File: config.mk
export PLATFORM = sky130hd
export DESIGN_NAME = dm_stream_scheduler_flat
export DESIGN_NICKNAME = d
export VERILOG_FILES = /design/src/rtl/dm_stream_scheduler_pkg.sv /design/src/rtl/dm_stream_scheduler_if.sv /design/src/rtl/dm_stream_scheduler_rr_arbiter_pick.sv /design/src/rtl/dm_stream_scheduler.sv /design/src/flat_wrapper.sv
export SDC_FILE = /design/constraint.sdc
export NUM_CORES = 1
export LEC_CHECK = 0
export ABC_AREA = 1
export CORE_ASPECT_RATIO = 1.1
export CORE_UTILIZATION = 44
export CTS_CLUSTER_DIAMETER = 40
export DETAILED_ROUTE_END_ITERATION = 10
export PLACE_DENSITY = 0.63
export SYNTH_ARGS = -nofsm -noshare
export SYNTH_HDL_FRONTEND = slang
export SYNTH_SLANG_ARGS = --single-unit
File: constraint.sdc
create_clock -name clk -period 3.8 [get_ports clk]
set_clock_uncertainty 0.1 [all_clocks]
set_input_delay 0.57 -clock clk [delete_from_list [all_inputs] [get_ports clk]]
set_output_delay 0.57 -clock clk [all_outputs]
set_load 0.02 [all_outputs]
File: src/rtl/dm_stream_scheduler_pkg.sv
// Shared types and constants for the DataMover stream scheduler:
// FSM state encoding, register word map and the unmapped-read pattern.
package dm_sched_pkg;

    typedef enum logic [1:0] {
        IDLE     = 2'd0,
        GRANT    = 2'd1,
        WAIT_STS = 2'd2,
        HOLDOFF  = 2'd3
    } state_t;

    localparam logic [5:0] REG_MASK      = 6'd0;
    localparam logic [5:0] REG_TIMEOUT   = 6'd1;
    localparam logic [5:0] REG_STATUS    = 6'd2;
    localparam logic [5:0] REG_CLR       = 6'd3;
    localparam logic [5:0] REG_GCNT_BASE = 6'd4;

    localparam logic [31:0] UNMAPPED_RD = 32'h5C4ED000;

    // Register word index from a byte address (word aligned, 64 words decoded).
    function automatic logic [5:0] word_idx(input logic [7:0] byte_addr);
        return byte_addr[7:2];
    endfunction

endpackage

File: src/rtl/dm_stream_scheduler_if.sv
// Stream-select handshake plus set/get register bus of the scheduler.
// master = scheduler side, slave = stream command master / bus side.
interface dm_stream_scheduler_if #(
    parameter int C_S_AXI_ADDR_WIDTH = 32,
    parameter int C_S_AXI_DATA_WIDTH = 32,
    parameter int C_STREAMS_WIDTH    = 2
);
    localparam int NUM_STREAMS = 1 << C_STREAMS_WIDTH;

    logic [NUM_STREAMS-1:0]        stream_req;
    logic                          cmd_fire;
    logic                          sts_fire;
    logic [C_STREAMS_WIDTH-1:0]    stream_select;
    logic                          stream_valid;
    logic [C_S_AXI_DATA_WIDTH-1:0] set_data;
    logic [C_S_AXI_ADDR_WIDTH-1:0] set_addr;
    logic                          set_stb;
    logic [C_S_AXI_DATA_WIDTH-1:0] get_data;
    logic [C_S_AXI_ADDR_WIDTH-1:0] get_addr;
    logic                          get_stb;

    modport master (
        input  stream_req, cmd_fire, sts_fire,
        input  set_data, set_addr, set_stb, get_addr, get_stb,
        output stream_select, stream_valid, get_data
    );

    modport slave (
        output stream_req, cmd_fire, sts_fire,
        output set_data, set_addr, set_stb, get_addr, get_stb,
        input  stream_select, stream_valid, get_data
    );

endinterface

File: src/rtl/dm_stream_scheduler_rr_arbiter_pick.sv
// Rotating-priority encoder: first set bit of eligible searching
// rr_ptr+1, rr_ptr+2, ... modulo 2^IDX_W (rr_ptr itself is searched last).
module rr_arbiter_pick #(
    parameter int IDX_W = 2
) (
    input  logic [(1<<IDX_W)-1:0] eligible,
    input  logic [IDX_W-1:0]      rr_ptr,
    output logic                  found,
    output logic [IDX_W-1:0]      index
);
    localparam int N = 1 << IDX_W;

    logic [IDX_W-1:0] cand;

    // Walk from lowest to highest priority so the nearest candidate wins last.
    always_comb begin
        found = 1'b0;
        index = rr_ptr;
        cand  = rr_ptr;
        for (int k = N; k >= 1; k--) begin
            cand = rr_ptr + IDX_W'(k);
            if (eligible[cand]) begin
                found = 1'b1;
                index = cand;
            end
        end
    end

endmodule

File: src/rtl/dm_stream_scheduler.sv
// Round-robin scheduler sharing one DataMover command/status channel between
// stream queues; one outstanding transfer per grant, with mask/watchdog/counters.
module dm_stream_scheduler
    import dm_sched_pkg::*;
#(
    parameter int C_S_AXI_ADDR_WIDTH = 32,
    parameter int C_S_AXI_DATA_WIDTH = 32,
    parameter int C_STREAMS_WIDTH    = 2,
    parameter int C_TIMEOUT_WIDTH    = 24
) (
    input  logic                  clk,
    input  logic                  rst_n,
    dm_stream_scheduler_if.master bus,
    output logic                  busy,
    output logic                  err
);
    localparam int NUM_STREAMS = 1 << C_STREAMS_WIDTH;
    localparam int SW          = C_STREAMS_WIDTH;
    localparam int TW          = C_TIMEOUT_WIDTH;

    state_t                  state, state_nxt;
    logic [SW-1:0]           sel_q;
    logic [SW-1:0]           rr_ptr;
    logic [NUM_STREAMS-1:0]  mask;
    logic [TW-1:0]           timeout;
    logic [TW-1:0]           wait_cnt;
    logic [31:0]             gcnt [NUM_STREAMS];
    logic                    err_q;

    logic [NUM_STREAMS-1:0]  eligible;
    logic                    pick_found;
    logic [SW-1:0]           pick_idx;
    logic                    load_grant;
    logic                    count_grant;
    logic                    timeout_hit;
    logic [5:0]              wr_idx;
    logic [5:0]              rd_idx;
    logic                    unused_bus;

    assign eligible = bus.stream_req & mask;
    assign wr_idx   = word_idx(bus.set_addr[7:0]);
    assign rd_idx   = word_idx(bus.get_addr[7:0]);

    assign unused_bus = ^{bus.get_stb, bus.set_addr, bus.get_addr, bus.set_data};

    rr_arbiter_pick #(.IDX_W(SW)) u_pick (
        .eligible (eligible),
        .rr_ptr   (rr_ptr),
        .found    (pick_found),
        .index    (pick_idx)
    );

    always_comb begin
        state_nxt   = state;
        load_grant  = 1'b0;
        count_grant = 1'b0;
        timeout_hit = 1'b0;
        case (state)
            IDLE: begin
                if (pick_found) begin
                    load_grant = 1'b1;
                    state_nxt  = GRANT;
                end
            end
            GRANT: begin
                // A command taken in the same cycle the queue drains still counts.
                if (bus.cmd_fire) begin
                    count_grant = 1'b1;
                    state_nxt   = WAIT_STS;
                end else if (!eligible[sel_q]) begin
                    state_nxt = IDLE;
                end
            end
            WAIT_STS: begin
                if (bus.sts_fire) begin
                    state_nxt = HOLDOFF;
                end else if ((timeout != '0) && (wait_cnt >= timeout - TW'(1))) begin
                    timeout_hit = 1'b1;
                    state_nxt   = HOLDOFF;
                end
            end
            HOLDOFF: state_nxt = IDLE;
            default: state_nxt = IDLE;
        endcase
    end

    always_ff @(posedge clk or negedge rst_n) begin
        if (!rst_n) begin
            state  <= IDLE;
            sel_q  <= '0;
            rr_ptr <= SW'(NUM_STREAMS - 1);
        end else begin
            state <= state_nxt;
            if (load_grant) begin
                sel_q  <= pick_idx;
                rr_ptr <= pick_idx;
            end
        end
    end

    // Wait counter is armed by the command handshake and saturates.
    always_ff @(posedge clk or negedge rst_n) begin
        if (!rst_n) begin
            wait_cnt <= '0;
        end else if (count_grant) begin
            wait_cnt <= '0;
        end else if ((state == WAIT_STS) && (wait_cnt != '1)) begin
            wait_cnt <= wait_cnt + TW'(1);
        end
    end

    always_ff @(posedge clk or negedge rst_n) begin
        if (!rst_n) begin
            for (int i = 0; i < NUM_STREAMS; i++) gcnt[i] <= '0;
        end else if (count_grant) begin
            for (int i = 0; i < NUM_STREAMS; i++) begin
                if (sel_q == SW'(i)) gcnt[i] <= gcnt[i] + 32'd1;
            end
        end
    end

    always_ff @(posedge clk or negedge rst_n) begin
        if (!rst_n) begin
            mask    <= '1;
            timeout <= '0;
            err_q   <= 1'b0;
        end else begin
            if (bus.set_stb && (wr_idx == REG_MASK))
                mask <= bus.set_data[NUM_STREAMS-1:0];
            if (bus.set_stb && (wr_idx == REG_TIMEOUT))
                timeout <= bus.set_data[TW-1:0];
            // A watchdog expiry beats a simultaneous clear.
            if (timeout_hit)
                err_q <= 1'b1;
            else if (bus.set_stb && (wr_idx == REG_CLR))
                err_q <= 1'b0;
        end
    end

    always_comb begin
        bus.get_data = C_S_AXI_DATA_WIDTH'(UNMAPPED_RD);
        case (rd_idx)
            REG_MASK: begin
                bus.get_data = '0;
                bus.get_data[NUM_STREAMS-1:0] = mask;
            end
            REG_TIMEOUT: begin
                bus.get_data = '0;
                bus.get_data[TW-1:0] = timeout;
            end
            REG_STATUS: begin
                bus.get_data = '0;
                bus.get_data[31]   = err_q;
                bus.get_data[9:8]  = state;
                bus.get_data[SW-1:0] = sel_q;
            end
            default: begin
                if ((rd_idx >= REG_GCNT_BASE) && (rd_idx < REG_GCNT_BASE + 6'(NUM_STREAMS)))
                    bus.get_data = C_S_AXI_DATA_WIDTH'(gcnt[SW'(rd_idx - REG_GCNT_BASE)]);
            end
        endcase
    end

    assign bus.stream_select = sel_q;
    assign bus.stream_valid  = (state == GRANT) || (state == WAIT_STS);
    assign busy              = (state != IDLE);
    assign err               = err_q;

endmodule
File: src/flat_wrapper.sv
// flat-port wrapper written by rule: the top's interface ports become plain ports
module dm_stream_scheduler_flat import dm_sched_pkg::*;
#(
    parameter int C_S_AXI_ADDR_WIDTH = 32,
    parameter int C_S_AXI_DATA_WIDTH = 32,
    parameter int C_STREAMS_WIDTH    = 2,
    parameter int C_TIMEOUT_WIDTH    = 24
)
  (clk, rst_n, busy, err, bus_stream_req, bus_cmd_fire, bus_sts_fire, bus_set_data, bus_set_addr, bus_set_stb, bus_get_addr, bus_get_stb, bus_stream_select, bus_stream_valid, bus_get_data);
  dm_stream_scheduler_if #(.C_S_AXI_ADDR_WIDTH(C_S_AXI_ADDR_WIDTH), .C_S_AXI_DATA_WIDTH(C_S_AXI_DATA_WIDTH), .C_STREAMS_WIDTH(C_STREAMS_WIDTH)) bus_i ();
  input  logic clk;
  input  logic rst_n;
  output logic busy;
  output logic err;
  input wire logic [$bits(bus_i.stream_req)-1:0] bus_stream_req;
  input wire logic [$bits(bus_i.cmd_fire)-1:0] bus_cmd_fire;
  input wire logic [$bits(bus_i.sts_fire)-1:0] bus_sts_fire;
  input wire logic [$bits(bus_i.set_data)-1:0] bus_set_data;
  input wire logic [$bits(bus_i.set_addr)-1:0] bus_set_addr;
  input wire logic [$bits(bus_i.set_stb)-1:0] bus_set_stb;
  input wire logic [$bits(bus_i.get_addr)-1:0] bus_get_addr;
  input wire logic [$bits(bus_i.get_stb)-1:0] bus_get_stb;
  output wire logic [$bits(bus_i.stream_select)-1:0] bus_stream_select;
  output wire logic [$bits(bus_i.stream_valid)-1:0] bus_stream_valid;
  output wire logic [$bits(bus_i.get_data)-1:0] bus_get_data;
  assign bus_i.stream_req = bus_stream_req;
  assign bus_i.cmd_fire = bus_cmd_fire;
  assign bus_i.sts_fire = bus_sts_fire;
  assign bus_i.set_data = bus_set_data;
  assign bus_i.set_addr = bus_set_addr;
  assign bus_i.set_stb = bus_set_stb;
  assign bus_i.get_addr = bus_get_addr;
  assign bus_i.get_stb = bus_get_stb;
  assign bus_stream_select = bus_i.stream_select;
  assign bus_stream_valid = bus_i.stream_valid;
  assign bus_get_data = bus_i.get_data;
  dm_stream_scheduler #(.C_S_AXI_ADDR_WIDTH(C_S_AXI_ADDR_WIDTH), .C_S_AXI_DATA_WIDTH(C_S_AXI_DATA_WIDTH), .C_STREAMS_WIDTH(C_STREAMS_WIDTH), .C_TIMEOUT_WIDTH(C_TIMEOUT_WIDTH)) u_core (.clk(clk), .rst_n(rst_n), .bus(bus_i), .busy(busy), .err(err));
endmodule
==> results of run 1 <==
[cells in the final DEF, fill, tap and decap left out, types with 34 or more instances in the layout]
master,Yosys,final
nand2_1,348,348
xor2_1,140,140
nand3_1,78,78
nor3_1,54,52
o22ai_1,35,35
ha_1,34,34
clkdlybuf4s50_1,0,80
nand4_1,48,48
inv_1,217,217
o21ai_0,63,62
dfrtp_1,181,181
nor2_1,138,138
[layout make-up]
| cell class | count | share of cell area (%) |
|---|---|---|
| tap | 352 | 3.17 |
| timing repair buffer | 111 | 7.58 |
| clock buffer | 18 | 3.17 |
| inverter | 221 | 6.01 |
| clock inverter | 14 | 1.11 |
| sequential | 187 | 33.8 |
| multi-input combinational | 1096 | 45.2 |
[state kept, by name, indices dropped and copies added, names as in the netlist, named ones only]
register                  cells
u_core.err                    1
u_core.wait_cnt              24
u_core.gcnt                 128
u_core.state                  1
u_core.mask                   4
u_core.rr_ptr                 2
u_core.bus.stream_select      2
u_core.timeout               24
[per-stage QoR]
step	utilization [%]	instance area, um2	power (mW)
2_1_floorplan	-	11900	3.20
3_3_place_gp	50.3	13300	3.63
3_5_place_dp	50.3	13300	3.65
4_1_cts	52.6	13900	5.48
5_1_grt	52.6	13900	5.74
6_report	52.6	13900	5.45
[layer usage]
| layer | global-route usage (%) | wire (um) | vias to the layer above |
|---|---|---|---|
| li1 | - | - | 5180 |
| met1 | 34.3 | 15600 | 5129 |
| met2 | 43.2 | 16700 | 295 |
| met3 | 2.78 | 1410 | 42 |
| met4 | 8.13 | 813 | 0 |
| met5 | 0 | 0 | - |
[critical path: stages]
cell,delay (ps)
clkdlybuf4s50_1,570
inv_1,70
nand2_1,100
buf_4,300
o22ai_1,150
o31ai_1,510
clkdlybuf4s50_1,710
[cells by family after synthesis]
group,share of synthesized area (%)
and+or+nand+nor,28.9
buffers and inverters,8.13
DFF,39.3
AOI/OAI and AO/OA,8.57
xor gates and xnor gates,11.4
adders and majority gates,3.57
muxes,0.0945
[power by group through the flow]
stage / registers, mW / clock network [mW] / logic, mW
CTS: 2.39 / 1.85 / 1.24
finish: 2.39 / 1.83 / 1.23
global placement: 2.42 / 0 / 1.21
global route: 2.42 / 1.92 / 1.39
detailed placement: 2.42 / 0 / 1.23
floorplan: 2.38 / 0 / 0.829
[what timing repair did]
| action | in CTS | in global routing |
|---|---|---|
| resized for setup | 0 | 3 |
| setup endpoints to repair | 0 | 3 |
| hold buffers | 0 | 0 |
[worst min-delay path by stage]
stage | startpoint | endpoint | depth (start not counted) | slack [ps]
after global routing | rst_n | u_core.gcnt[30] | 1 | 110
after CTS | rst_n | u_core.gcnt[30] | 1 | 110
after global placement | u_core.gcnt[84] | u_core.gcnt[84] | 1 | 360
final | rst_n | u_core.gcnt[30] | 1 | 60
after floorplan | rst_n | async pin | 0 | 170
after detailed placement | u_core.gcnt[84] | u_core.gcnt[84] | 1 | 360
==> results.toml, run 1 <==
[timing]
finalCriticalPeriod_ps = 3670
worst_pin_slew_ps = 725
finalSetupViolations = 0
slew_headroom_pct = 51.3
fin_crit_sh_pct = 96.6
tns_ps = 0
slew_violations = 0
timing.fmax_ghz = 0.273
holdWs_ps = 57.4
finalHoldViolCount = 0
rsz0062_at_grt = "false"
setup_ws_ps = 131

[detailed_routing]
post_drt_wl_per_cell_um = 17.2
drc = 0
drtIter0Drc = 797
vias = 10600
wirelength_um = 34400
viasPerCell = 5.33
ant_nets = 0
firstDrtPassIters = 8

[setup_path]
r2r-start = "u_core.timeout[2]"
r2r_cells = 21
critPathLaunch = "bus_get_addr[3]"
critPathKind = "primary input to output port"
worstPathRequired_ps = 3130
worstSetupStartpointType = "primary input"
crit_fanout = 23
critPathArrivalTime_ps = 3000
ff2ff_setup_slack_ps = 410
cp-end-kind = "output port"
crit_end = "bus_get_data[0]"

[floorplanning]
dieArea_um2 = 27700
io_pins = 143
floorplan.initialDensity_pct = 45.2
rows = 62
core_um2 = 26400
die_width_um = 159
dieHeight_um = 175

[logic_synthesis]
synthesis.nets = 1675
ys_types = 54
synth_cells = 1535
synth_largest_area_cell = "dfrtp_1"
ys_top_cells_by_area = "dfrtp_1, nand2_1, xor2_1, inv_1, nor2_1"
netlist.area_leader.share_pct = 38.0
ys_ff_latch = 187
synth_area_um2 = 11900
synth-async-reset-ratio_pct = 100
ys_seq_area_share_pct = 39.3
avgSynthCellArea_um2 = 7.76
synth_enable_flop_cells = 0
synth_commonest_cells = "nand2_1, inv_1, dfrtp_1, xor2_1, nor2_1"
synth_most_common_cell = "nand2_1"
yosysWarnings = 0
synth_ff_type = "dfrtp_1"

[cts]
clock_sinks = 187
clk_latency_ps = 430
cts_root_buf = "clkbuf_16"
clkTransAtPathRegs_ps = 70
cts_buffers = 17
postCtsSetupBuffers = 0
cts_tree = "done"
cts_buffer_depth = 2
h-tree-depth = 4

[pwr]
peakVddDrop_uv = 260
cellPowerDensity_nw_per_um2 = 393
clock_power_share_pct = 33.5
p_leak_nw = 6.94
p_switching_mw = 1.88
pwr-share-seq_pct = 43.9
intPower_mw = 3.57
pwr-share-comb_pct = 22.6
switching_share_pct = 34.6

[finish]
register_area_um2 = 4690
nets = 1774
multiInputGateArea_um2 = 6270
drive_above_1_share_pct = 6.98
insertedDiodeCount = 0
final.fill_count = 2547
areaGrowthSynthToFinish_pct = 16.5
fin_cells = 1999

[placed_design]
dp_slack_ps = 165
gp_congestion = 0.943
io_buffer_count = 81
dp_cells = 1967
dp_hpwl_um = 27200

[flow_run]
drv_cap = 0

[global_routing]
grt_max_degree = 84
grt_pass1_vias = 10600
antenna_found_initial = 0
grt_usage_pct = 25.5
grt_pass1_wl_um = 55500
grt_overflow = 0

[worst_hold_path]
hp-class = "primary input to async pin"

[status]
status = "complete, no violations"
No activity file was read; power rests on OpenSTA's default activity.
==> run 2, diff against run 1 <==
- MAX_ROUTING_LAYER: unset -> met4
- SYNTH_HIERARCHICAL: unset -> 1
==> run 2 against run 1 <==
Effect of this change:
- register-to-register slack gained 40 ps
- final area grew 1.1%
- sequential share of layout area is 0.36 points lower
- non-clock buffer count is 4 higher
- largest power group unchanged
- wire length up 1.6%
- worst hold slack worse by 48 ps
- critical path type unchanged
==> results.toml, run 2 <==
[status]
status = "complete, no violations"

[placed_design]
dp_hpwl_um = 27700
io_buffer_count = 81
dp_cells = 2031
dp_slack_ps = 81.6
gp_congestion = 0.952
place_area_um2 = 13400

[logic_synthesis]
ys_types = 47
yosysWarnings = 6
ys_ff_latch = 187
synth_cells = 1590
ys_top_cells_by_area = "dfrtp_1, nand2_1, xor2_1, inv_1, nor2_1"
synth_area_um2 = 12000
synthesis.nets = 1730
netlist.area_leader.share_pct = 37.7
synth_most_common_cell = "nand2_1"
synth-async-reset-ratio_pct = 100
avgSynthCellArea_um2 = 7.56
synth_enable_flop_cells = 0
ys_seq_area_share_pct = 39.0
synth_largest_area_cell = "dfrtp_1"
synth_commonest_cells = "nand2_1, inv_1, dfrtp_1, nor2_1, xor2_1"
synth_ff_type = "dfrtp_1"

[global_routing]
antenna_found_initial = 0
grt_usage_pct = 26.8
grt_max_degree = 74
grt_overflow = 0
grt_pass1_wl_um = 56800
grt_pass1_vias = 10900

[setup_path]
r2r_cells = 25
critPathArrivalTime_ps = 3020
critPathKind = "primary input to output port"
worstPathRequired_ps = 3130
worstSetupStartpointType = "primary input"
crit_fanout = 12
cp-end-kind = "output port"

[finish]
final.fill_count = 2615
areaGrowthSynthToFinish_pct = 16.6
reg.largest.list = "u_core/gcnt x128, u_core/timeout x24, u_core/wait_cnt x24"
largest_reg_flops = 128
final_common_cell = "nand2_1"
fin_cells = 2063
stdcell_area_um2 = 14000
nets = 1833
most-common-layout-cells = "nand2_1, inv_1, dfrtp_1, xor2_1, nor2_1"
insertedDiodeCount = 0
final_util_pct = 52.2
largest-register = "u_core/gcnt"
drive_above_1_share_pct = 7.56

[detailed_routing]
ant_nets = 0
post_drt_wl_per_cell_um = 17.0
wirelength_um = 35000
vias = 11000
viasPerCell = 5.34
firstDrtPassIters = 6
drc = 0
drtIter0Drc = 867

[cts]
cts_resized = 0
cts_buffer_depth = 2
hold_buffers = 0
clkTransAtPathRegs_ps = 70
postCtsSetupBuffers = 0
clk_latency_ps = 440
cts_tree = "done"
cts_buffers = 17
cts_root_buf = "clkbuf_16"
h-tree-depth = 4
clock_sinks = 187

[timing]
finalCriticalPeriod_ps = 3690
finalSetupViolations = 0
tns_ps = 0
slew_headroom_pct = 38.6
worst_pin_slew_ps = 913
slew_violations = 0
setup_ws_ps = 110
fin_crit_sh_pct = 97.1
holdWs_ps = 9.02
timing.fmax_ghz = 0.271
rsz0062_at_grt = "false"
finalHoldViolCount = 0

[floorplanning]
rows = 63
dieHeight_um = 175
dieArea_um2 = 28000
core_um2 = 26900
io_pins = 143
floorplan.initialDensity_pct = 44.7
die_width_um = 160

[flow_run]
drv_cap = 0

[pwr]
total_power_mw = 6.26
p_leak_nw = 6.81
cellPowerDensity_nw_per_um2 = 446
peakVddDrop_uv = 226

[worst_hold_path]
hp-class = "primary input to async pin"
[run 2: cell types whose count changed in the layout (fill, tap and decap cells not counted), sizes merged, moves of 9 or more]
cell,delta
nand2,+16
inv,+34
nor3,+24
nand3b,-12
o21ai,+34
o31ai,-12
nand3,-9
a21oi,-13
[run 2: where the power goes]
part | switching, mW | total [mW] | internal [mW] | leakage, nW
logic | 1.17 | 1.82 | 0.648 | 4.29
clock network | 0.887 | 1.76 | 0.875 | 0.276
registers | 0.375 | 2.68 | 2.30 | 2.24
total | 2.43 | 6.26 | 3.82 | 6.81
[run 2: path summary, 6_finish.rpt]
path / from / end / slack [ps]
max reg2reg: u_core/timeout[1] / u_core/state[0] / 450
min: rst_n / u_core/wait_cnt[21] / 9
max in group asynchronous: rst_n / u_core/timeout[11] / 2740
min reg2reg: u_core/gcnt[63] / u_core/gcnt[63] / 400
min in group clk: u_core/gcnt[63] / u_core/gcnt[63] / 400
max: bus_get_addr[3] / bus_get_data[8] / 110
[run 2: cells by family after synthesis]
| kind of cell | count (synthesis) | synth area share, % |
|---|---|---|
| mux | 2 | 0.187 |
| flops | 187 | 39.0 |
| fa+ha+maj | 34 | 3.54 |
| compound gates | 185 | 9.11 |
| simple gates | 742 | 27.9 |
| buf+inv | 286 | 9.10 |
| xor+xnor | 154 | 11.2 |
[run 2: layout make-up]
type | count | area [um2] | share of cell area [%]
Tap cell | 357 | 447 | 3.19
Clock inverter | 15 | 150 | 1.07
Inverter | 255 | 967 | 6.90
Sequential cell | 187 | 4690 | 33.4
Clock buffer | 17 | 425 | 3.03
Multi-Input combinational cell | 1117 | 6260 | 44.7
Timing Repair Buffer | 115 | 1080 | 7.72
[run 2: per-layer routing]
layer / track usage [%] / wire [um] / vias up
met5: - / 0 / -
met4: 10.6 / 1190 / 0
met3: 3.09 / 1410 / 68
met2: 45.2 / 17300 / 297
met1: 32.8 / 15100 / 5293
li1: - / - / 5349
[run 2: critical path: stages]
cell	delay, ps
clkdlybuf4s50_1	530
inv_1	70
or2_2	370
buf_4	220
nor2_1	110
inv_1	140
o221ai_1	330
clkdlybuf4s50_1	680
